## config.mk

```make
export PLATFORM = sky130hd
export DESIGN_NAME = bank_mshr_buffer
export DESIGN_NICKNAME = d
export VERILOG_FILES = /design/src/rtl/bank_mshr_buffer.sv
export SDC_FILE = /design/constraint.sdc
export NUM_CORES = 1
export LEC_CHECK = 0
export BUFFER_PORTS_ARGS = -buffer_cell sky130_fd_sc_hd__buf_2
export CORE_ASPECT_RATIO = 0.5
export CORE_MARGIN = 3
export CORE_UTILIZATION = 40
export CTS_CLUSTER_DIAMETER = 60
export CTS_CLUSTER_SIZE = 40
export DETAILED_ROUTE_END_ITERATION = 6
export PLACE_DENSITY_LB_ADDON = 0.1
export SYNTH_ARGS = -nofsm -noshare
export SYNTH_HDL_FRONTEND = slang
export SYNTH_SLANG_ARGS = --single-unit
```

## constraint.sdc

```tcl
create_clock -name CLK -period 2.6 [get_ports CLK]
set_input_delay 0 -clock CLK [delete_from_list [all_inputs] [get_ports CLK]]
set_output_delay 0 -clock CLK [all_outputs]
set_load 0.1 [all_outputs]
```

## src/rtl/bank_mshr_buffer.sv

```systemverilog
// bank_mshr_buffer: per-bank in-order MSHR queue that presents its oldest miss to the cache bank.
// Optional feature macro MSHR_WRITE_MERGE_EN: write misses merge into the youngest matching unlocked entry.
module bank_mshr_buffer #(
   parameter int MSHR_DEPTH = 4,
   parameter int BLOCK_SIZE = 4,
   parameter int WORD_W     = 32,
   parameter int TAG_W      = 24,
   parameter int INDEX_W    = 4,
   parameter int UUID_W     = 4
) (
   input  logic                            CLK,
   input  logic                            nRST,
   input  logic                            miss_valid,
   output logic                            miss_ready,
   input  logic                            miss_rw,
   input  logic [TAG_W-1:0]                miss_tag,
   input  logic [INDEX_W-1:0]              miss_index,
   input  logic [$clog2(BLOCK_SIZE)-1:0]   miss_offset,
   input  logic [WORD_W-1:0]               miss_store_value,
   input  logic [UUID_W-1:0]               miss_uuid,
   input  logic                            bank_busy,
   input  logic                            bank_uuid_ready,
   output logic                            mshr_valid,
   output logic [UUID_W-1:0]               mshr_uuid,
   output logic [TAG_W-1:0]                mshr_tag,
   output logic [INDEX_W-1:0]              mshr_index,
   output logic [BLOCK_SIZE-1:0]           mshr_write_status,
   output logic [BLOCK_SIZE*WORD_W-1:0]    mshr_write_block,
   output logic                            merge_ack,
   output logic [UUID_W-1:0]               merge_uuid,
   output logic                            mshr_empty,
   output logic [$clog2(MSHR_DEPTH):0]     mshr_count
);
   localparam int PTR_W = $clog2(MSHR_DEPTH);
   localparam int CNT_W = PTR_W + 1;

   typedef enum logic [1:0] {H_IDLE, H_PRESENT, H_LOCKED} head_state_t;
   head_state_t state, state_next;

   logic [MSHR_DEPTH-1:0]         ent_valid;
   logic [UUID_W-1:0]             ent_uuid   [MSHR_DEPTH];
   logic [TAG_W-1:0]              ent_tag    [MSHR_DEPTH];
   logic [INDEX_W-1:0]            ent_index  [MSHR_DEPTH];
   logic [BLOCK_SIZE-1:0]         ent_status [MSHR_DEPTH];
   logic [BLOCK_SIZE*WORD_W-1:0]  ent_block  [MSHR_DEPTH];

   logic [PTR_W-1:0]              head_ptr, tail_ptr, merge_idx;
   logic [CNT_W-1:0]              count, count_next;
   logic                          full, merge_ok, accept, alloc, do_merge, pop;
   logic [BLOCK_SIZE-1:0]         new_status;
   logic [BLOCK_SIZE*WORD_W-1:0]  new_block;

   // Handshake: a miss transfers on a CLK rise where miss_valid && miss_ready; miss_ready looks at
   // the presented miss (merge eligibility) but never at miss_valid itself.
   assign full     = (count == CNT_W'(MSHR_DEPTH));
   assign miss_ready = !full || merge_ok;
   assign accept   = miss_valid && miss_ready;
   assign do_merge = accept && merge_ok;
   assign alloc    = accept && !merge_ok;
   assign pop      = (state == H_LOCKED) && bank_uuid_ready;

   always_comb begin
      new_status = '0;
      new_status[miss_offset] = 1'b1;
      new_block = '0;
      new_block[miss_offset*WORD_W +: WORD_W] = miss_store_value;
   end

`ifdef MSHR_WRITE_MERGE_EN
   logic             cand_hit;
   logic [PTR_W-1:0] cand_idx;

   // Walk oldest to youngest so the last match found is the youngest one.
   always_comb begin
      cand_hit = 1'b0;
      cand_idx = '0;
      for (int i = 0; i < MSHR_DEPTH; i++) begin
         if (ent_valid[head_ptr + PTR_W'(i)] &&
             ent_tag[head_ptr + PTR_W'(i)] == miss_tag &&
             ent_index[head_ptr + PTR_W'(i)] == miss_index) begin
            cand_hit = 1'b1;
            cand_idx = head_ptr + PTR_W'(i);
         end
      end
   end

   assign merge_ok  = miss_rw && cand_hit && !(state == H_LOCKED && cand_idx == head_ptr);
   assign merge_idx = cand_idx;

   always_ff @(posedge CLK or negedge nRST) begin
      if (!nRST) begin
         merge_ack  <= 1'b0;
         merge_uuid <= '0;
      end else begin
         merge_ack  <= do_merge;
         merge_uuid <= do_merge ? miss_uuid : '0;
      end
   end
`else
   assign merge_ok   = 1'b0;
   assign merge_idx  = '0;
   assign merge_ack  = 1'b0;
   assign merge_uuid = '0;
`endif

   always_comb begin
      count_next = count;
      if (alloc && !pop)
         count_next = count + 1'b1;
      else if (!alloc && pop && count != '0)
         count_next = count - 1'b1;
   end

   always_comb begin
      state_next = state;
      case (state)
         H_IDLE:    if (count_next != '0) state_next = H_PRESENT;
         H_PRESENT: if (bank_busy) state_next = H_LOCKED;
         H_LOCKED:  if (pop) state_next = (count_next != '0) ? H_PRESENT : H_IDLE;
         default:   state_next = H_IDLE;
      endcase
   end

   always_ff @(posedge CLK or negedge nRST) begin
      if (!nRST) begin
         state    <= H_IDLE;
         head_ptr <= '0;
         tail_ptr <= '0;
         count    <= '0;
         ent_valid <= '0;
         for (int i = 0; i < MSHR_DEPTH; i++) begin
            ent_uuid[i]   <= '0;
            ent_tag[i]    <= '0;
            ent_index[i]  <= '0;
            ent_status[i] <= '0;
            ent_block[i]  <= '0;
         end
      end else begin
         state <= state_next;
         count <= count_next;
         if (pop) begin
            ent_valid[head_ptr] <= 1'b0;
            head_ptr <= head_ptr + 1'b1;
         end
         if (alloc) begin
            ent_valid[tail_ptr]  <= 1'b1;
            ent_uuid[tail_ptr]   <= miss_uuid;
            ent_tag[tail_ptr]    <= miss_tag;
            ent_index[tail_ptr]  <= miss_index;
            ent_status[tail_ptr] <= miss_rw ? new_status : '0;
            ent_block[tail_ptr]  <= miss_rw ? new_block : '0;
            tail_ptr <= tail_ptr + 1'b1;
         end
         if (do_merge) begin
            ent_status[merge_idx] <= ent_status[merge_idx] | new_status;
            ent_block[merge_idx][miss_offset*WORD_W +: WORD_W] <= miss_store_value;
         end
      end
   end

   // Head outputs come straight from storage, so they hold through the pop cycle.
   assign mshr_valid        = (state != H_IDLE);
   assign mshr_uuid         = mshr_valid ? ent_uuid[head_ptr]   : '0;
   assign mshr_tag          = mshr_valid ? ent_tag[head_ptr]    : '0;
   assign mshr_index        = mshr_valid ? ent_index[head_ptr]  : '0;
   assign mshr_write_status = mshr_valid ? ent_status[head_ptr] : '0;
   assign mshr_write_block  = mshr_valid ? ent_block[head_ptr]  : '0;
   assign mshr_empty        = (count == '0);
   assign mshr_count        = count;

endmodule

```

======== Word-level counts from Yosys, hierarchy flattened ========
Cells that the tools add are included.
cells by class
  multipliers ............................. 0
  equality and inequality tests ........... 6
  $add $sub $neg .......................... 5
  reductions and logical operators ........ 16
  magnitude comparators ................... 5
  mux-type cells .......................... 42
  div/mod/pow operators ................... 0
  bitwise logic cells ..................... 3
  shift-type cells ........................ 2
operators by type and width
  kind                                                                        number
  128-bit 2-to-1 mux                                                          5
  512-bit bitwise mux                                                         1
  128-bit binary-select mux with 2-bit select                                 1
  128-bit demux with 2-bit select                                             1
  128-bit bitwise AND                                                         1
  32-bit by 34-bit variable shift with 128-bit output (first input constant)  1
  32-bit by 34-bit indexed part select with 128-bit output                    1
  96-bit bitwise mux                                                          1
  24-bit 2-to-1 mux                                                           4
  24-bit binary-select mux with 2-bit select                                  1
  16-bit bitwise mux                                                          3
  24-bit demux with 2-bit select                                              1
  4-bit 2-to-1 mux                                                            11
  7-bit negation with 34-bit output                                           1
  4-bit binary-select mux with 2-bit select                                   3
  4-bit demux with 2-bit select                                               1
  1-bit logical AND                                                           7
  3-bit >= comparator (second input constant)                                 2
  2-bit 2-to-1 mux                                                            3
  3-bit 2-to-1 mux                                                            2
  2-bit != test (second input constant)                                       3
  2-bit inverter with 3-bit output                                            2
  2-bit one-hot mux with 3 select lines                                       1
  3-bit nonzero test                                                          2
  16 further kinds                                                            20
storage, ports and cells
  flip-flop bits (word level) ............. 665
  latch bits .............................. 0
  word-level logic and storage cells ...... 103
  RAM bits ................................ 0
  bits in read-only memories .............. 0
  memories ................................ 0

======== Logic depth before layout (Yosys ltp) ========
Gate-level depths: netlist (run 1).
  depth after elaboration ................. 12
  depth in mapped cells ................... 11
  mapped depth without buffers ............ 7

======== Worst setup path after synthesis (run 1) ========
Ideal clock, no wire load.
  kind .................................... reg-to-reg
  start ................................... reg count[0], in the netlist mshr_count[0]
  end ..................................... reg state[0]
  setup time .............................. 124 ps
  stages on the path, launching flop included .. 8
  path buffers ............................ 0
  setup slack ............................. -850 ps
  arrival time ............................ 3326 ps
  cells stage by stage .................... dfrtp_1 -> inv_1 -> ha_1 -> nor2b_1 -> nor2_1 -> o21bai_1 -> o2bb2ai_1 -> a211o_1
between the ends
  longest elaborated chain between the ends .. 12
  elaborated cells between the ends (all ways) .. 18
  those cells by class .................... add/sub: 2; eq/ne: 2; mux: 5; reduce/logical: 9
ends and longest elaborated chain
  element                                line      RTL
  start: declaration                     48        logic [CNT_W-1:0] count, count_next;
  start signal: assignment               140       count <= count_next;
  3-bit == test                          55        assign full = (count == CNT_W'(MSHR_DEPTH));
  1-bit logical NOT                      56        assign miss_ready = !full || merge_ok;
  1-bit logical AND                      57        assign accept = miss_valid && miss_ready;
  1-bit logical NOT                      110       else if (!alloc && pop && count != '0)
  1-bit logical AND (2 in series)        110
  3-bit 2-to-1 mux                       110
  3-bit 2-to-1 mux *                     108       if (alloc && !pop)
  named net count_next[1]                48
  3-bit nonzero test *                   117, 119
  1-bit 2-to-1 mux                       119       H_LOCKED: if (pop) state_next = (count_next != '0) ? H_PRESENT : H_IDLE;
  2-bit 2-to-1 mux                       119
  2-bit one-hot mux with 3 select lines  116       case (state)
  end signal: assignment                 139       state <= state_next;
  end: declaration                       38        head_state_t state, state_next;
Mark *: on every way through the listed nets, which the timed path passes. The rest lies on a longest branch. The select of a mux whose other input is x is not followed.
A chain may end at the register's enable or synchronous reset.

======== Final worst setup path (run 1) ========
  start ................................... reg head_ptr[0]
  end ..................................... out mshr_write_block[97]
between the ends
  longest elaborated chain between the ends .. 5
ends and longest elaborated chain
  element                                                 line  RTL
  start: declaration                                      47    logic [PTR_W-1:0] head_ptr, tail_ptr, merge_idx;
  start signal: assignment                                143   head_ptr <= head_ptr + 1'b1;
  2-bit inverter with 3-bit output (implied by the code)  167   assign mshr_write_block = mshr_valid ? ent_block[head_ptr] : '0;
  128-bit binary-select mux with 2-bit select             167
  128-bit 2-to-1 mux (implied by the code) (2 in series)  167
  128-bit 2-to-1 mux                                      167
  end: declaration                                        28    output logic [BLOCK_SIZE*WORD_W-1:0] mshr_write_block,
Every way passes these cells. The select of a mux whose other input is x is not followed.

==> impl_metrics.env, run 1 <==
export IMPL_hold_viol_final=0
export IMPL_grt_overflow=0
export IMPL_antenna_found_initial=7
export IMPL_p_int_mw=20.1
export IMPL_synth_avg_cell_area_um2=11.4
export IMPL_routedWlPerCell_um=21.6
export IMPL_multi_input_area_mm2=0.0119
export IMPL_place_gp_congestion=0.774
export IMPL_post_dp_cell_area_mm2=0.0326
export IMPL_p_per_area_mw_per_mm2=1010
export IMPL_dieArea_mm2=0.0773
export IMPL_firstDrtPassIters=5
export IMPL_setup_viol=0
export IMPL_synthDistinctLibCells=39
export IMPL_viasPerCell=5.19
export IMPL_start_util_pct=41.0
export IMPL_seq_power_share_pct=36.2
export IMPL_ys_ff_latch=665
export IMPL_slew_violations=0
export IMPL_swShare_pct=43.3
export IMPL_nFillCells=6717
export IMPL_ant_nets=0
export IMPL_fp_coreArea_mm2=0.0720
export IMPL_area_growth_pct=18.7
export IMPL_clkPwrFrac_pct=19.5
export IMPL_final_nets=2922
export IMPL_required_ns=2.60
export IMPL_h_tree_depth=2
export IMPL_fin_ws_ns=0.0791
export IMPL_track_usage_pct=21.5
export IMPL_clkLatencyLatePin_ns=0.60
export IMPL_path_max_fanout=16
export IMPL_grt_pass1_vias=20700
export IMPL_cts_buffers=34
export IMPL_final_core_util_pct=48.6
export IMPL_ir_drop_mv=1.52
export IMPL_synth_warnings=0
export IMPL_final_cell_area_mm2=0.0350
export IMPL_status="finished clean"
export IMPL_cts_root_buf="clkbuf_16"
export IMPL_total_power_mw=35.3
export IMPL_tns_ns=0
export IMPL_pre_cts_slack_ns=0.156
export IMPL_rows=69
export IMPL_yosysSeqAreaShare_pct=56.4
export IMPL_grt_max_degree=86
export IMPL_end_kind="output pin"
export IMPL_holdCritPathClass="input pin to flop"
export IMPL_clockBufferDepth=3
export IMPL_finalNonFillerCells=3823
export IMPL_drive_gt1_share_pct=22.6
export IMPL_fmax_mhz=397
export IMPL_syn_inst=2592
export IMPL_pwr_share_comb_pct=44.3
export IMPL_synthFlopType="dfrtp_1"
export IMPL_synth_edff_count=0
export IMPL_clock_sinks=665
export IMPL_dpl_cell_count=3675
export IMPL_p_leak_nw=15.4
export IMPL_drc=0
export IMPL_skew_ns=0.0456
export IMPL_crit_arrival_ns=2.52
export IMPL_worst_pin_slew_ns=0.545
export IMPL_die_x_um=390
export IMPL_critPathKind="flop to output pin"
export IMPL_reg2reg_setup_slack_ns=0.31
export IMPL_wl_um=82400
export IMPL_ios=247
export IMPL_tritoncts="built"
export IMPL_p_switching_mw=15.3
export IMPL_syn_cell_area_mm2=0.0295
export IMPL_start_kind="flop"
export IMPL_max_slew_margin_rel_pct=63.7
export IMPL_grt_pass1_wl_um=128000
export IMPL_fin_crit_sh_pct=97.0
export IMPL_drv_cap=0
export IMPL_timing_hold_ws_ns=0.0406
export IMPL_clkTransAtPathRegs_ns=0.11
export IMPL_dp_hpwl_um=53000
export IMPL_seq_area_mm2=0.0167
export IMPL_synthArstFlopShare_pct=100
export IMPL_die_h_um=198
export IMPL_drt_iter0_drc=1357
export IMPL_vias=19800
export IMPL_period_needed_ns=2.52
export IMPL_io_buffers=241
## critical path: stages, from the launching register on
cell     delay [ns]
dfrtp_4        0.50
buf_12         0.20
buf_16         0.22
mux4_2         0.52
and2_1         0.18
buf_2          0.29
## cell usage in the layout (no fill, tap or decap), types with 6 or more instances in the layout
cell / instances
and2_1: 164
dlygate4sd3_1: 72
clkinv_8: 11
dfrtp_1: 660
mux2_2: 64
inv_6: 6
buf_2: 156
o21ai_1: 33
clkbuf_4: 11
ha_1: 12
nand2_1: 665
mux2_1: 64
buf_12: 69
mux4_2: 164
o21ai_0: 501
buf_4: 92
inv_1: 6
clkbuf_16: 39
## logic make-up after synthesis
logic type | Yosys count | share of synthesized area [%]
fa+ha+maj | 12 | 0.509
buf+inv | 213 | 3.55
compound gates | 543 | 9.27
simple gates | 862 | 12.7
other cells | 1 | 0.0127
mux | 292 | 17.4
xor+xnor | 4 | 0.119
flops | 665 | 56.4
## sequential cells by signal (all words and copies together) (netlist names), 3 cells and up
name and cells:
ent_status 16, ent_uuid 16, ent_block 512, ent_index 16, mshr_count 3, ent_tag 96
## layer usage
layer / part of all wire [%] / track usage, % / wire length, um
met5: 0.016 / 0 / 13
met2: 47 / 34.9 / 38500
met4: 1.7 / 3.71 / 1390
met1: 47 / 31.0 / 38700
met3: 4.6 / 3.74 / 3800
## cells in the mapped netlist, types with 3 or more instances
master,count,area share (%)
dfrtp_1,665,56
buf_2,59,1.0
o21ai_0,501,8.5
clkbuf_1,92,1.2
buf_1,12,0.15
inv_1,6,0.076
mux4_2,164,13
nor2b_1,4,0.085
xnor2_1,4,0.12
mux2_1,64,2.4
nand2_1,668,8.5
ha_1,12,0.51
o21ai_1,33,0.56
mux2_2,64,2.4
nand3b_1,3,0.076
nor3_1,4,0.068
a21oi_1,4,0.068
and2_1,165,3.5
buf_4,42,1.1
## final cells by class
class | count | share of cell area, %
Multi-Input combinational cell | 1718 | 34.0
Clock inverter | 25 | 1.07
Inverter | 6 | 0.0643
Tap cell | 958 | 3.42
Clock buffer | 37 | 2.64
Sequential cell | 665 | 47.6
Timing Repair Buffer | 413 | 11.2
Antenna cell | 1 | 0.00715
## power groups by stage
stage                     clock network (mW)  logic, mW  registers [mW]
after floorplan                            0       11.3            12.8
after global placement                     0       15.2            13.0
after detailed placement                   0       15.3            13.0
after CTS                               7.15       15.6            12.8
after global routing                    7.53       16.7            13.0
final                                   6.91       15.6            12.8
## path summary, 6_finish.rpt
path	from	to	cells after the start
hold reg to reg	ent_block[431]	ent_block[431]	2
max in group asynchronous	nRST	ent_block[74]	4
hold / removal	miss_offset[0]	ent_status[5]	4
min in group asynchronous	nRST	ent_block[397]	3
setup reg to reg	mshr_count[0]	ent_uuid[0]	7
setup / recovery	head_ptr[0]	mshr_write_block[97]	5
## what timing repair did
| action | 4_1_cts | 5_1_grt |
|---|---|---|
| endpoints found under the hold margin | 1224 | 0 |
| cloned | 1 | 2 |
| hold buffers | 73 | 0 |
| setup buffers | 0 | 9 |
| setup endpoints to repair | 76 | 82 |
| resized for setup | 50 | 39 |
No activity file was read; power rests on OpenSTA's default activity.
==> run 2, diff against run 1 <==
--- a/config.mk
+++ b/config.mk
@@ -6,7 +6,7 @@
 export NUM_CORES = 1
 export LEC_CHECK = 0
 export BUFFER_PORTS_ARGS = -buffer_cell sky130_fd_sc_hd__buf_2
-export CORE_ASPECT_RATIO = 0.5
+export CORE_ASPECT_RATIO = 1.4
 export CORE_MARGIN = 3
 export CORE_UTILIZATION = 40
 export CTS_CLUSTER_DIAMETER = 60
==> run 2 against run 1 <==
Compared with the run above:
- final cell count up 0.31%
- first-iteration DRC count down 10%
- sequential power about the same
- register-to-register slack worse by 0.03 ns
- clock-buffer cell count up 10
- non-clock buffer count up 3
- design area up 0.29%
- clock power up 14%
==> impl_metrics.env, run 2 (synthesis gave the netlist of run 1 again) <==
export IMPL_period_needed_ns=2.54
export IMPL_ir_drop_mv=1.61
export IMPL_tritoncts="built"
export IMPL_slew_violations=0
export IMPL_largest_register_ffs=512
export IMPL_top_register="ent_block"
export IMPL_grt_pass1_vias=21500
export IMPL_clock_sinks=665
export IMPL_drive_gt1_share_pct=23.0
export IMPL_ant_nets=0
export IMPL_highest_layer="met5"
export IMPL_grt_overflow=0
export IMPL_fin_crit_sh_pct=97.6
export IMPL_h_tree_depth=2
export IMPL_worst_pin_slew_ns=0.638
export IMPL_skew_ns=0.0229
export IMPL_startpoint="head_ptr[0]"
export IMPL_final_nets=2934
export IMPL_biggestRegsByFlops="ent_block (512), ent_tag (96)"
export IMPL_start_kind="flop"
export IMPL_cts_root_buf="clkbuf_16"
export IMPL_hold_viol_final=0
export IMPL_die_h_um=327
export IMPL_diodes=0
export IMPL_finalNonFillerCells=3835
export IMPL_dp_hpwl_um=56300
export IMPL_wl_um=85100
export IMPL_drc=0
export IMPL_critPathSlowestCell="mux4_2"
export IMPL_clkTransAtPathRegs_ns=0.09
export IMPL_r2r_end="ent_index[12]"
export IMPL_dpl_cell_count=3668
export IMPL_dieArea_mm2=0.0771
export IMPL_rr_worst_depth=8
export IMPL_fmax_mhz=394
export IMPL_clockBufferDepth=3
export IMPL_max_slew_margin_rel_pct=57.5
export IMPL_antenna_found_initial=1
export IMPL_status="finished clean"
export IMPL_area_growth_pct=19.0
export IMPL_fp_coreArea_mm2=0.0729
export IMPL_m1WireLength_um=35900
export IMPL_crit_arrival_ns=2.54
export IMPL_grt_setup_unrepaired="true"
export IMPL_die_x_um=236
export IMPL_path_max_fanout=14
export IMPL_firstDrtPassIters=6
export IMPL_end_kind="output pin"
export IMPL_rows=117
export IMPL_io_buffers=241
export IMPL_grt_max_degree=86
export IMPL_ios=247
export IMPL_fin_ws_ns=0.0619
export IMPL_wl_met3_um=4960
export IMPL_layout_common_cells="665 x nand2_1, 660 x dfrtp_1, 501 x o21ai_0"
export IMPL_required_ns=2.60
export IMPL_grt_pass1_wl_um=132000
export IMPL_routedWlPerCell_um=22.2
export IMPL_total_power_mw=36.5
export IMPL_p_leak_nw=15.5
export IMPL_max_stage_delay_ns=0.52
export IMPL_drt_iter0_drc=1218
export IMPL_crit_path_cell_trace="buf_12 -> buf_16 -> mux4_2 -> and2_1 -> buf_2"
export IMPL_holdCritPathClass="input pin to flop"
export IMPL_cts_buffers=43
export IMPL_pre_cts_slack_ns=0.279
export IMPL_p_per_area_mw_per_mm2=1040
export IMPL_route_met2_wl_um=40800
export IMPL_crit_path_end="mshr_write_block[103]"
export IMPL_final_core_util_pct=48.2
export IMPL_final_common_cell="nand2_1"
export IMPL_tns_ns=0
export IMPL_critPathKind="flop to output pin"
export IMPL_vias=20300
export IMPL_viasPerCell=5.29
export IMPL_reg2reg_setup_slack_ns=0.28
export IMPL_drv_cap=0
export IMPL_setup_viol=0
export IMPL_r2r_start="mshr_count[0]"
export IMPL_place_gp_congestion=0.764
export IMPL_start_util_pct=40.5
export IMPL_track_usage_pct=22.2
export IMPL_clkLatencyLatePin_ns=0.60
[run 2: cell count changes in the layout (fill, tap and decap cells not counted), sizes merged]
| cell | delta |
|---|---|
| clkbuf | +7 |
| inv | +5 |
| buf | +3 |
| dlygate4sd3 | +3 |
| bufinv | +2 |
| clkinv | -2 |
| clkinvlp | +1 |
| diode | -1 |
[run 2: through the flow]
stage	cell area, um^2	hold WS [ns]
after floorplan	29500	-0.296
after global placement	32300	0.0493
after detailed placement	32300	0.0616
after CTS	35000	0.142
after global routing	35100	0.165
final	35100	0.181
[run 2: layout make-up]
class	instances	area, um^2
clock buffers	47	1140
clock inverters	31	438
fillers	6657	37800
inverters	6	22.5
multi-input cells	1718	11900
flip-flops and latches	665	16700
well taps	952	1190
repair buffers	416	3750
[run 2: metal layers]
metal / GRT usage [%] / vias to the layer above
li1: - / 9405
met1: 28.9 / 10300
met2: 37.0 / 506
met3: 4.50 / 105
met4: 8.02 / 2
met5: 0 / -
[run 2: power breakdown]
group	switching (mW)	internal [mW]	leakage (nW)
Sequential	0.899	12.0	8.97
Combinational	10.5	5.28	5.76
Clock	4.19	3.67	0.764
[run 2: how the worst min path moves through the flow]
stage	slack, ns	from	to	depth (start not counted)
3_5_place_dp	0.06	nRST	ent_block[221]	1
2_1_floorplan	-0.30	nRST	ent_block[0]	0
5_1_grt	0.17	miss_tag[10]	ent_tag[58]	3
3_3_place_gp	0.05	nRST	ent_block[464]	1
6_report	0.18	miss_tag[10]	ent_tag[58]	3
4_1_cts	0.14	miss_tag[16]	ent_tag[88]	3
[run 2: worst max-delay path, delay by kind of cell, from the launching register on]
family	cells	cell delay (ns)
buffers and inverters	3	0.71
DFF	1	0.45
muxes	1	0.52
and+or+nand+nor	1	0.22
[run 2: repair_timing]
| action | CTS | global route |
|---|---|---|
| hold buffers | 75 | 0 |
| hold endpoints to repair | 1169 | 0 |
| setup buffers | 10 | 0 |
| resized for setup | 66 | 62 |
| gates cloned | 3 | 1 |
| setup endpoints to repair | 111 | 46 |
==> run 3, diff against run 2 <==
==> constraint.sdc (replaced) <==
create_clock -name CLK -period 2.93 [get_ports CLK]
set_input_delay 0 -clock CLK [delete_from_list [all_inputs] [get_ports CLK]]
set_output_delay 0 -clock CLK [all_outputs]
set_load 0.1 [all_outputs]
==> run 3 against run 2 <==
Compared with the run above:
- global-route usage decreased by 0.33 points
- die area did not move
- register-to-register slack better by 0.25 ns
- highest routed layer is now met4
- sequential power fell by 11%
- via count is 0.62% lower
- critical path type unchanged
- non-clock buffer count fell by 19
==> impl_metrics.env, run 3 (synthesis gave the netlist of run 1 again) <==
export IMPL_period_needed_ns=2.75
export IMPL_whs_path_depth=3
export IMPL_swShare_pct=43.1
export IMPL_nFillCells=6735
export IMPL_drc=0
export IMPL_path_max_fanout=28
export IMPL_slew_violations=0
export IMPL_critPathKind="flop to output pin"
export IMPL_dp_hpwl_um=56200
export IMPL_clockBufferDepth=3
export IMPL_diodes=0
export IMPL_status="finished clean"
export IMPL_ir_drop_mv=1.67
export IMPL_h_tree_depth=2
export IMPL_fin_crit_sh_pct=93.9
export IMPL_postCtsSetupRepairBufs=0
export IMPL_holdCritPathClass="input pin to flop"
export IMPL_pre_cts_slack_ns=0.574
export IMPL_top_register="ent_block"
export IMPL_skew_ns=0.0256
export IMPL_ios=247
export IMPL_rr_worst_depth=10
export IMPL_cts_buffers=42
export IMPL_multi_input_area_mm2=0.0119
export IMPL_largest_register_ffs=512
export IMPL_grt_overflow=0
export IMPL_final_common_cell="nand2_1"
export IMPL_track_usage_pct=21.9
export IMPL_tritoncts="built"
export IMPL_firstDrtPassIters=5
export IMPL_required_ns=2.93
export IMPL_place_gp_congestion=0.790
export IMPL_clkPwrFrac_pct=21.4
export IMPL_dieArea_mm2=0.0771
export IMPL_rows=117
export IMPL_die_h_um=327
export IMPL_clock_sinks=665
export IMPL_max_slew_margin_rel_pct=53.1
export IMPL_biggestRegsByFlops="ent_block (512), ent_tag (96)"
export IMPL_antenna_found_initial=0
export IMPL_seq_area_mm2=0.0167
export IMPL_drt_iter0_drc=1306
export IMPL_pwr_share_comb_pct=42.1
export IMPL_p_per_area_mw_per_mm2=913
export IMPL_die_x_um=236
export IMPL_max_stage_delay_ns=0.68
export IMPL_io_buffers=241
export IMPL_critPathSlowestCell="dfrtp_4"
export IMPL_final_nets=2914
export IMPL_layout_common_cells="665 x nand2_1, 660 x dfrtp_1, 501 x o21ai_0"
export IMPL_ant_nets=0
export IMPL_fp_coreArea_mm2=0.0729
export IMPL_hold_viol_final=0
export IMPL_p_int_mw=17.9
export IMPL_drv_cap=0
export IMPL_crit_path_cell_trace="buf_12 -> mux4_2 -> and2_1 -> buf_2"
export IMPL_grt_max_degree=119
export IMPL_cts_root_buf="clkbuf_16"
export IMPL_fin_ws_ns=0.178
export IMPL_setup_viol=0
export IMPL_grt_pass1_vias=21400
export IMPL_vias=20200
export IMPL_start_util_pct=40.5
export IMPL_grt_pass1_wl_um=131000
export IMPL_p_switching_mw=13.5
export IMPL_fmax_mhz=363
export IMPL_routedWlPerCell_um=21.9
export IMPL_crit_arrival_ns=2.75
export IMPL_seq_power_share_pct=36.5
export IMPL_clkLatencyLatePin_ns=0.62
export IMPL_viasPerCell=5.28
export IMPL_p_leak_nw=15.3
export IMPL_end_kind="output pin"
export IMPL_clkTransAtPathRegs_ns=0.09
export IMPL_start_kind="flop"
export IMPL_wl_um=83700
export IMPL_grt_setup_unrepaired="false"
export IMPL_area_growth_pct=16.5
export IMPL_worst_pin_slew_ns=0.703
export IMPL_drive_gt1_share_pct=22.5
export IMPL_tns_ns=0
run 3: cell types whose count changed in the layout (fill, tap and decap cells not counted), moves of 3 or more:
| cell | delta |
|---|---|
| buf_2 | +83 |
| buf_16 | -6 |
| clkbuf_16 | -4 |
| buf_6 | -10 |
| clkbuf_4 | -9 |
| buf_12 | -8 |
| clkinv_4 | +5 |
| buf_4 | -67 |
| clkinv_8 | -3 |
run 3: final timing paths:
path	start	slack (ns)	to
setup / recovery	head_ptr[0]	0.18	mshr_write_block[94]
hold / removal	miss_tag[13]	0.19	ent_tag[61]
setup reg to reg	mshr_count[0]	0.53	ent_block[21]
hold reg to reg	ent_block[95]	0.48	ent_block[95]
max in group asynchronous	nRST	1.52	ent_block[507]
min in group asynchronous	nRST	0.43	ent_block[158]
run 3: critical path, delay by kind of cell (launching register included):
family / cells / cell delay, ns
multiplexers: 1 / 0.59
flip-flops: 1 / 0.68
AND/OR/NAND/NOR: 1 / 0.23
buffers and inverters: 2 / 0.62
run 3: metal layers:
metal / GRT usage [%] / wire length (um) / vias up
li1: - / - / 9377
met1: 28.5 / 35300 / 10200
met2: 37.4 / 41400 / 442
met3: 3.70 / 4150 / 90
met4: 6.86 / 2950 / 0
met5: 0 / 0 / -
run 3: cell type report:
cell class              instances  share of cell area (%)
multi-input cells            1718                    34.6
inverters                       6                  0.0655
flip-flops and latches        665                    48.4
clock inverters                33                    1.21
clock buffers                  45                    3.15
repair buffers                397                    9.09
well taps                     952                    3.46
run 3: timing repair:
| item | 4_1_cts | 5_1_grt |
|---|---|---|
| endpoints found under the hold margin | 1136 | 0 |
| endpoints found under the setup margin | 0 | 1 |
| gates resized for setup | 0 | 1 |
| hold buffers | 75 | 0 |
run 3: through the flow:
stage,cell area (um^2),power (mW),hold WS [ns],utilization (%),instances
6_report,34400,31.4,0.190,47.2,3816
5_1_grt,34400,33.0,0.185,47.2,3816
4_1_cts,34400,31.9,0.143,47.2,3816
3_5_place_dp,32100,25.0,0.0289,44.0,3663
3_3_place_gp,32100,24.8,0.0214,44.0,3663
2_1_floorplan,29500,21.4,-0.296,-,2596
run 3: power by group through the flow:
stage	sequential [mW]	clock, mW	combinational (mW)
floorplan	11.4	0	10.0
global placement	11.6	0	13.2
detailed placement	11.7	0	13.3
CTS	11.5	6.95	13.4
global route	11.7	7.26	14.1
finish	11.5	6.70	13.2
